File: src/rtl/uart_cmd_pkg.sv
// Shared types and ASCII constants for the UART command decoder.
package uart_cmd_pkg;

  localparam int unsigned CNT_W = 14;

  typedef enum logic [1:0] {
    IDLE    = 2'd0,
    DIGITS  = 2'd1,
    WAIT_CR = 2'd2
  } cmd_state_e;

  localparam logic [7:0] ASCII_R_UP = 8'h52;
  localparam logic [7:0] ASCII_R_LO = 8'h72;
  localparam logic [7:0] ASCII_C_UP = 8'h43;
  localparam logic [7:0] ASCII_C_LO = 8'h63;
  localparam logic [7:0] ASCII_M_UP = 8'h4D;
  localparam logic [7:0] ASCII_M_LO = 8'h6D;
  localparam logic [7:0] ASCII_S_UP = 8'h53;
  localparam logic [7:0] ASCII_S_LO = 8'h73;
  localparam logic [7:0] ASCII_0    = 8'h30;
  localparam logic [7:0] ASCII_9    = 8'h39;
  localparam logic [7:0] ASCII_CR   = 8'h0D;

  function automatic logic is_digit(input logic [7:0] b);
    return (b >= ASCII_0) && (b <= ASCII_9);
  endfunction

  function automatic logic is_cmd(input logic [7:0] b, input logic [7:0] up,
                                  input logic [7:0] lo);
    return (b == up) || (b == lo);
  endfunction

endpackage

File: src/rtl/uart_cmd_decoder_timer.sv
// Inter-byte timeout counter for multi-byte commands.
module cmd_timeout_timer #(
  parameter int unsigned TIMEOUT_CYC = 100_000_000
) (
  input  logic clk,
  input  logic rst,
  input  logic clear,
  input  logic enable,
  output logic terminal
);

  localparam int unsigned W = (TIMEOUT_CYC > 2) ? $clog2(TIMEOUT_CYC) : 1;
  // terminal fires in the cycle the count advances onto TIMEOUT_CYC-1, so the
  // registered error pulse lands TIMEOUT_CYC cycles after the last byte
  localparam logic [W-1:0] LAST = W'(TIMEOUT_CYC - 2);

  logic [W-1:0] cnt_q, cnt_d;

  // Next count: held at zero while idle or on a byte, otherwise increments
  always_comb begin
    cnt_d    = cnt_q;
    terminal = 1'b0;
    if (clear || !enable) begin
      cnt_d = '0;
    end else begin
      cnt_d    = cnt_q + W'(1);
      terminal = (cnt_q == LAST);
    end
  end

  // Count register
  always_ff @(posedge clk or posedge rst) begin
    if (rst) cnt_q <= '0;
    else     cnt_q <= cnt_d;
  end

endmodule

File: src/rtl/uart_cmd_decoder.sv
// ASCII command parser: single-byte R/C/M pulses and "Sdddd\r" value load.
module uart_cmd_decoder
  import uart_cmd_pkg::*;
#(
  parameter int unsigned TIMEOUT_CYC = 100_000_000
) (
  input  logic             clk,
  input  logic             rst,
  input  logic [7:0]       rx_data,
  input  logic             rx_done,
  output logic             o_run_toggle,
  output logic             o_clear,
  output logic             o_mode_toggle,
  output logic             o_load,
  output logic [CNT_W-1:0] o_load_val,
  output logic             o_err
);

  cmd_state_e       state_q, state_d;
  logic [CNT_W-1:0] acc_q, acc_d;
  logic [2:0]       dcnt_q, dcnt_d;
  logic [CNT_W-1:0] load_val_q, load_val_d;
  logic             run_q, run_d;
  logic             clr_q, clr_d;
  logic             mode_q, mode_d;
  logic             load_q, load_d;
  logic             err_q, err_d;
  logic             tmo_term;

  cmd_timeout_timer #(
    .TIMEOUT_CYC(TIMEOUT_CYC)
  ) u_timer (
    .clk     (clk),
    .rst     (rst),
    .clear   (rx_done),
    .enable  (state_q != IDLE),
    .terminal(tmo_term)
  );

  // Next-state, accumulator and pulse decode; a byte always wins over timeout
  always_comb begin
    state_d    = state_q;
    acc_d      = acc_q;
    dcnt_d     = dcnt_q;
    load_val_d = load_val_q;
    run_d      = 1'b0;
    clr_d      = 1'b0;
    mode_d     = 1'b0;
    load_d     = 1'b0;
    err_d      = 1'b0;
    if (rx_done) begin
      case (state_q)
        IDLE: begin
          if (is_cmd(rx_data, ASCII_R_UP, ASCII_R_LO)) begin
            run_d = 1'b1;
          end else if (is_cmd(rx_data, ASCII_C_UP, ASCII_C_LO)) begin
            clr_d = 1'b1;
          end else if (is_cmd(rx_data, ASCII_M_UP, ASCII_M_LO)) begin
            mode_d = 1'b1;
          end else if (is_cmd(rx_data, ASCII_S_UP, ASCII_S_LO)) begin
            acc_d   = '0;
            dcnt_d  = '0;
            state_d = DIGITS;
          end
        end
        DIGITS: begin
          if (is_digit(rx_data)) begin
            // low nibble of '0'..'9' is the digit value itself
            acc_d  = (acc_q << 3) + (acc_q << 1) + CNT_W'(rx_data[3:0]);
            dcnt_d = dcnt_q + 3'd1;
            if (dcnt_q == 3'd3) state_d = WAIT_CR;
          end else begin
            err_d   = 1'b1;
            state_d = IDLE;
          end
        end
        WAIT_CR: begin
          if (rx_data == ASCII_CR) begin
            load_val_d = acc_q;
            load_d     = 1'b1;
          end else begin
            err_d = 1'b1;
          end
          state_d = IDLE;
        end
        default: state_d = IDLE;
      endcase
    end else if (tmo_term) begin
      err_d   = 1'b1;
      state_d = IDLE;
    end
  end

  // State, datapath and registered output pulses
  always_ff @(posedge clk or posedge rst) begin
    if (rst) begin
      state_q    <= IDLE;
      acc_q      <= '0;
      dcnt_q     <= '0;
      load_val_q <= '0;
      run_q      <= 1'b0;
      clr_q      <= 1'b0;
      mode_q     <= 1'b0;
      load_q     <= 1'b0;
      err_q      <= 1'b0;
    end else begin
      state_q    <= state_d;
      acc_q      <= acc_d;
      dcnt_q     <= dcnt_d;
      load_val_q <= load_val_d;
      run_q      <= run_d;
      clr_q      <= clr_d;
      mode_q     <= mode_d;
      load_q     <= load_d;
      err_q      <= err_d;
    end
  end

  assign o_run_toggle  = run_q;
  assign o_clear       = clr_q;
  assign o_mode_toggle = mode_q;
  assign o_load        = load_q;
  assign o_load_val    = load_val_q;
  assign o_err         = err_q;

endmodule

File: config.mk
export PLATFORM = sky130hd
export DESIGN_NAME = uart_cmd_decoder
export DESIGN_NICKNAME = d
export VERILOG_FILES = /design/src/rtl/uart_cmd_pkg.sv /design/src/rtl/uart_cmd_decoder_timer.sv /design/src/rtl/uart_cmd_decoder.sv
export SDC_FILE = /design/constraint.sdc
export NUM_CORES = 1
export LEC_CHECK = 0
export BUFFER_PORTS_ARGS = -buffer_cell sky130_fd_sc_hd__buf_2
export CORE_ASPECT_RATIO = 0.8
export CORE_UTILIZATION = 30
export DETAILED_ROUTE_END_ITERATION = 8
export GPL_TIMING_DRIVEN = 0
export PLACE_DENSITY = 0.46
export SYNTH_ARGS = -nofsm -noshare
export SYNTH_HDL_FRONTEND = slang
export SYNTH_HIERARCHICAL = 1
export SYNTH_SLANG_ARGS = --single-unit
export TNS_END_PERCENT = 1
File: constraint.sdc
create_clock -name clk -period 4.4 [get_ports clk]
set_input_delay 0.66 -clock clk [delete_from_list [all_inputs] [get_ports clk]]
set_output_delay 0.66 -clock clk [all_outputs]
set_load 0.005 [all_outputs]
==> reports/results.ini <==
[floorplanning]
fp-row-count=36
pin_count=30
initial_core_util_pct=30.79
die_area_um2=12940
die_height_um=101.9
core_region_area_um2=12160
die_width_um=126.9

[synthesis]
synth-adder-area-share_pct=11.09
synth_seq_area_share_pct=43.43
synth-compound-area-share_pct=14.87
synth-warning-count=6
synthesis.area_per_instance_um2=10.29
synth_xor_xnor_area_share_pct=4.444
synth-simple-area-share_pct=18.18
synthesis.instances=364
synth_top_family_by_area=simple AND/OR/NAND/NOR gates
synth_top_flop_cell=dfrtp_1
yosys-mux-area-fraction_pct=4.210
synth_nets=407
synth-edff-count=0
synth_area_um2=3745
synth.lib_cells_used.distinct=55
async_reset_ff_share_pct=100.0
postSynthRegisterBits=65

[pwr]
power.share.sequential_pct=41.5
combPwrFrac_pct=13.5
power.static_leakage_nw=2.038
p_int_mw=1.119
power_density_nw_per_um2=350.1
share_clk_of_total_power_pct=45.1
netSwitchingPower_mw=0.4073
sw_frac_of_total_pct=26.69
fin_total_pwr_mw=1.526
peakVddDrop_v=0.0001756

[timing]
max_freq_mhz=361.9
tightest_slew_ns=1.073
hold_viol=0
finClkSkew_ns=0.004312
setup_repair_after_global_routing_missed_its_margin=false
layout_min_cycle_time_ns=2.764
final_cycle_share_pct=62.81
post-route-worst-setup-slack_ns=1.636
hold-worst-slack_ns=0.4877
setup_violations=0
setup_tns_ns=0
maxSlewViolCount=0
timing.max_slew.rel_slack_pct=28.37

[detailed_routing]
route.antenna.remaining_nets=0
wl_mm=8.368
route.detailed.wl_per_inst_um=14.94
route.detailed.drc=0
drt_iter0_drc=152
detailedRoute.firstPassIterationCount=4
num_vias=2805
vias_per_cell=5.009

[cts]
cts_tree=done
postCtsSetupRepairBufs=0
clk_transition_reported_paths_ns=0.06
hold_buffers=0
post_cts_resized=0
cts_buffer_depth=2
cts.root.buffer_cell=clkbuf_16
htree_levels=3
tritoncts_buffers=9
clkLatencyLatePin_ns=0.33
cts_num_sinks=65

[finish]
antennaDiodeCount=0
num-fill-cells=1220
final_util_pct=35.83
finish.cell_count_without_fillers=560
finalNetCount=447
fraction_of_final_layout_cells_with_drive_strength_greater_than_1_pct=18.87
area_delta_synth_final_pct=16.37
finalInstanceArea_um2=4358

[worst_setup_path]
critical_path_arrival_ns=2.97
critical_path.endpoint_type=flop
critical_path_peak_fanout=4
critPathLaunchType=primary input
setup.reg_to_reg.worst_slack_ns=1.73
critPathRequiredTime_ns=4.61
setup.worst_path.class=in -> reg
crit-reg2reg-capture=acc_q[11]$_DFFE_PP0P_
regToRegStartpoint=acc_q[0]$_DFFE_PP0P_
timing.reg2reg.worst_path_depth=9

[place]
pre_cts_slack_ns=1.322
routabilityCongestion=0.7886
place_inst=545
port-buffer-count=29
dpl-instance-area_um2=4080
dp.final_hpwl_mm=6.071

[run_status]
status=finished, final reports clean

[hold_path]
hold_path_startpoint=dcnt_q[2]$_DFFE_PP0P_
holdPathEnd=dcnt_q[2]$_DFFE_PP0P_
holdCritPathClass=reg -> reg
worst_hold_path_cell_count=2

[global_route]
grt_usage_pct=14.08
largest_net_degree_at_the_start_of_global_routing=39
first_global_vias=2578
number_of_antenna_violations_at_the_first_check_in_global_routing=0
grt_overflow=0
first_pass_grt_wire_length_mm=13.77

[flow_run]
maxCapViolations=0

## flip-flops by register name (all words and copies together), names as in the netlist
register       cells
o_clear            1
o_load             1
dcnt_q             3
o_mode_toggle      1
acc_q             14
state_q            2
o_run_toggle       1
o_err              1
u_timer/cnt_q     27
o_load_val        14
## worst max-delay path by stage
| stage | from | endpoint | slack [ns] |
|---|---|---|---|
| floorplan | rx_data[3] | acc_q[12]$_DFFE_PP0P_ | 1.73 |
| global placement | rx_data[3] | acc_q[11]$_DFFE_PP0P_ | 1.30 |
| detailed placement | rx_data[3] | acc_q[11]$_DFFE_PP0P_ | 1.32 |
| CTS | rx_data[3] | acc_q[11]$_DFFE_PP0P_ | 1.66 |
| global route | rx_data[3] | acc_q[11]$_DFFE_PP0P_ | 1.44 |
| finish | rx_data[3] | acc_q[11]$_DFFE_PP0P_ | 1.64 |
## worst max-delay path, cell delays in order
cell and delay [ns]:
buf_2 0.13, inv_1 0.07, fa_1 0.59, inv_1 0.06, ha_1 0.30, a211oi_1 0.33
o21ai_0 0.24, a41oi_1 0.31, xor2_1 0.19, o21ai_0 0.09
## final cells by class
class	count	area, um^2	share of cell area [%]
Multi-Input combinational cell	269	1977	45.36
Sequential cell	65	1627	37.32
Clock buffer	11	232.7	5.340
Tap cell	152	190.2	4.364
Timing Repair Buffer	29	145.1	3.330
Inverter	19	71.32	1.637
Buffer	11	70.07	1.608
Clock inverter	4	45.04	1.034
## synth_stat cells (2+ instances only)
master,instances,area share [%]
dfrtp_1,65,43
nand2_1,34,3.4
ha_1,30,10
a21oi_1,23,3.1
o21ai_0,22,2.9
nor2_1,20,2.0
inv_1,19,1.9
xor2_1,15,3.5
mux2_2,14,4.2
nand3_1,12,1.6
o31ai_1,10,2.0
or4_1,10,2.0
nor3_1,6,0.80
a22o_1,5,1.2
buf_2,5,0.67
a21o_1,4,0.80
and4_1,4,0.94
nand2b_1,4,0.67
nand4_1,4,0.67
o21a_1,4,0.80
xnor2_1,4,0.94
and3_1,3,0.50
buf_6,3,0.90
nor2b_1,3,0.50
nor4_1,3,0.50
o211ai_1,3,0.60
or3_1,3,0.50
a2111oi_0,2,0.47
buf_1,2,0.20
fa_1,2,1.1
nand4b_1,2,0.47
## routing by layer
metal  routed length, um  vias up  part of all wire [%]  global-route usage, %
met2                3197       56                    38                  18.17
met3                 406        7                   4.9                  4.188
met1                4678     1329                    56                  21.97
met4                  85        0                   1.0                  3.846
met5                   0        -                     0                      0
li1                    -     1413                     -                      -
## cell families after synthesis
| logic type | Yosys count |
|---|---|
| AND/OR/NAND/NOR | 120 |
| adder cells (fa/ha/maj) | 32 |
| AO/OA/AOI/OAI | 84 |
| multiplexers | 14 |
| buffers and inverters | 30 |
| XOR/XNOR | 19 |
| flip-flops | 65 |
## cell usage in the layout, fill, tap and decap left out, drive strengths merged, types with 2 or more instances in the layout
cell / n
dfrtp: 65
buf: 39
nand2: 34
ha: 30
a21oi: 23
o21ai: 23
nor2: 21
inv: 19
xor2: 15
mux2: 14
nand3: 13
clkbuf: 12
or4: 11
o31ai: 10
nor3: 6
a22o: 5
nand4: 5
and4: 5
nand2b: 4
a21o: 4
o21a: 4
xnor2: 4
and3: 4
or3: 4
nor4: 3
nor2b: 3
o211ai: 3
clkinv: 3
nand4b: 2
a2111oi: 2
fa: 2
## power by group through the flow
stage | registers [mW] | clock network (mW) | logic (mW)
after CTS | 0.633 | 0.713 | 0.209
after global placement | 0.644 | 0 | 0.208
after detailed placement | 0.643 | 0 | 0.208
after global routing | 0.635 | 0.735 | 0.237
final | 0.633 | 0.688 | 0.205
after floorplan | 0.639 | 0 | 0.147
Note: power is estimated with default switching activity, not from simulation.
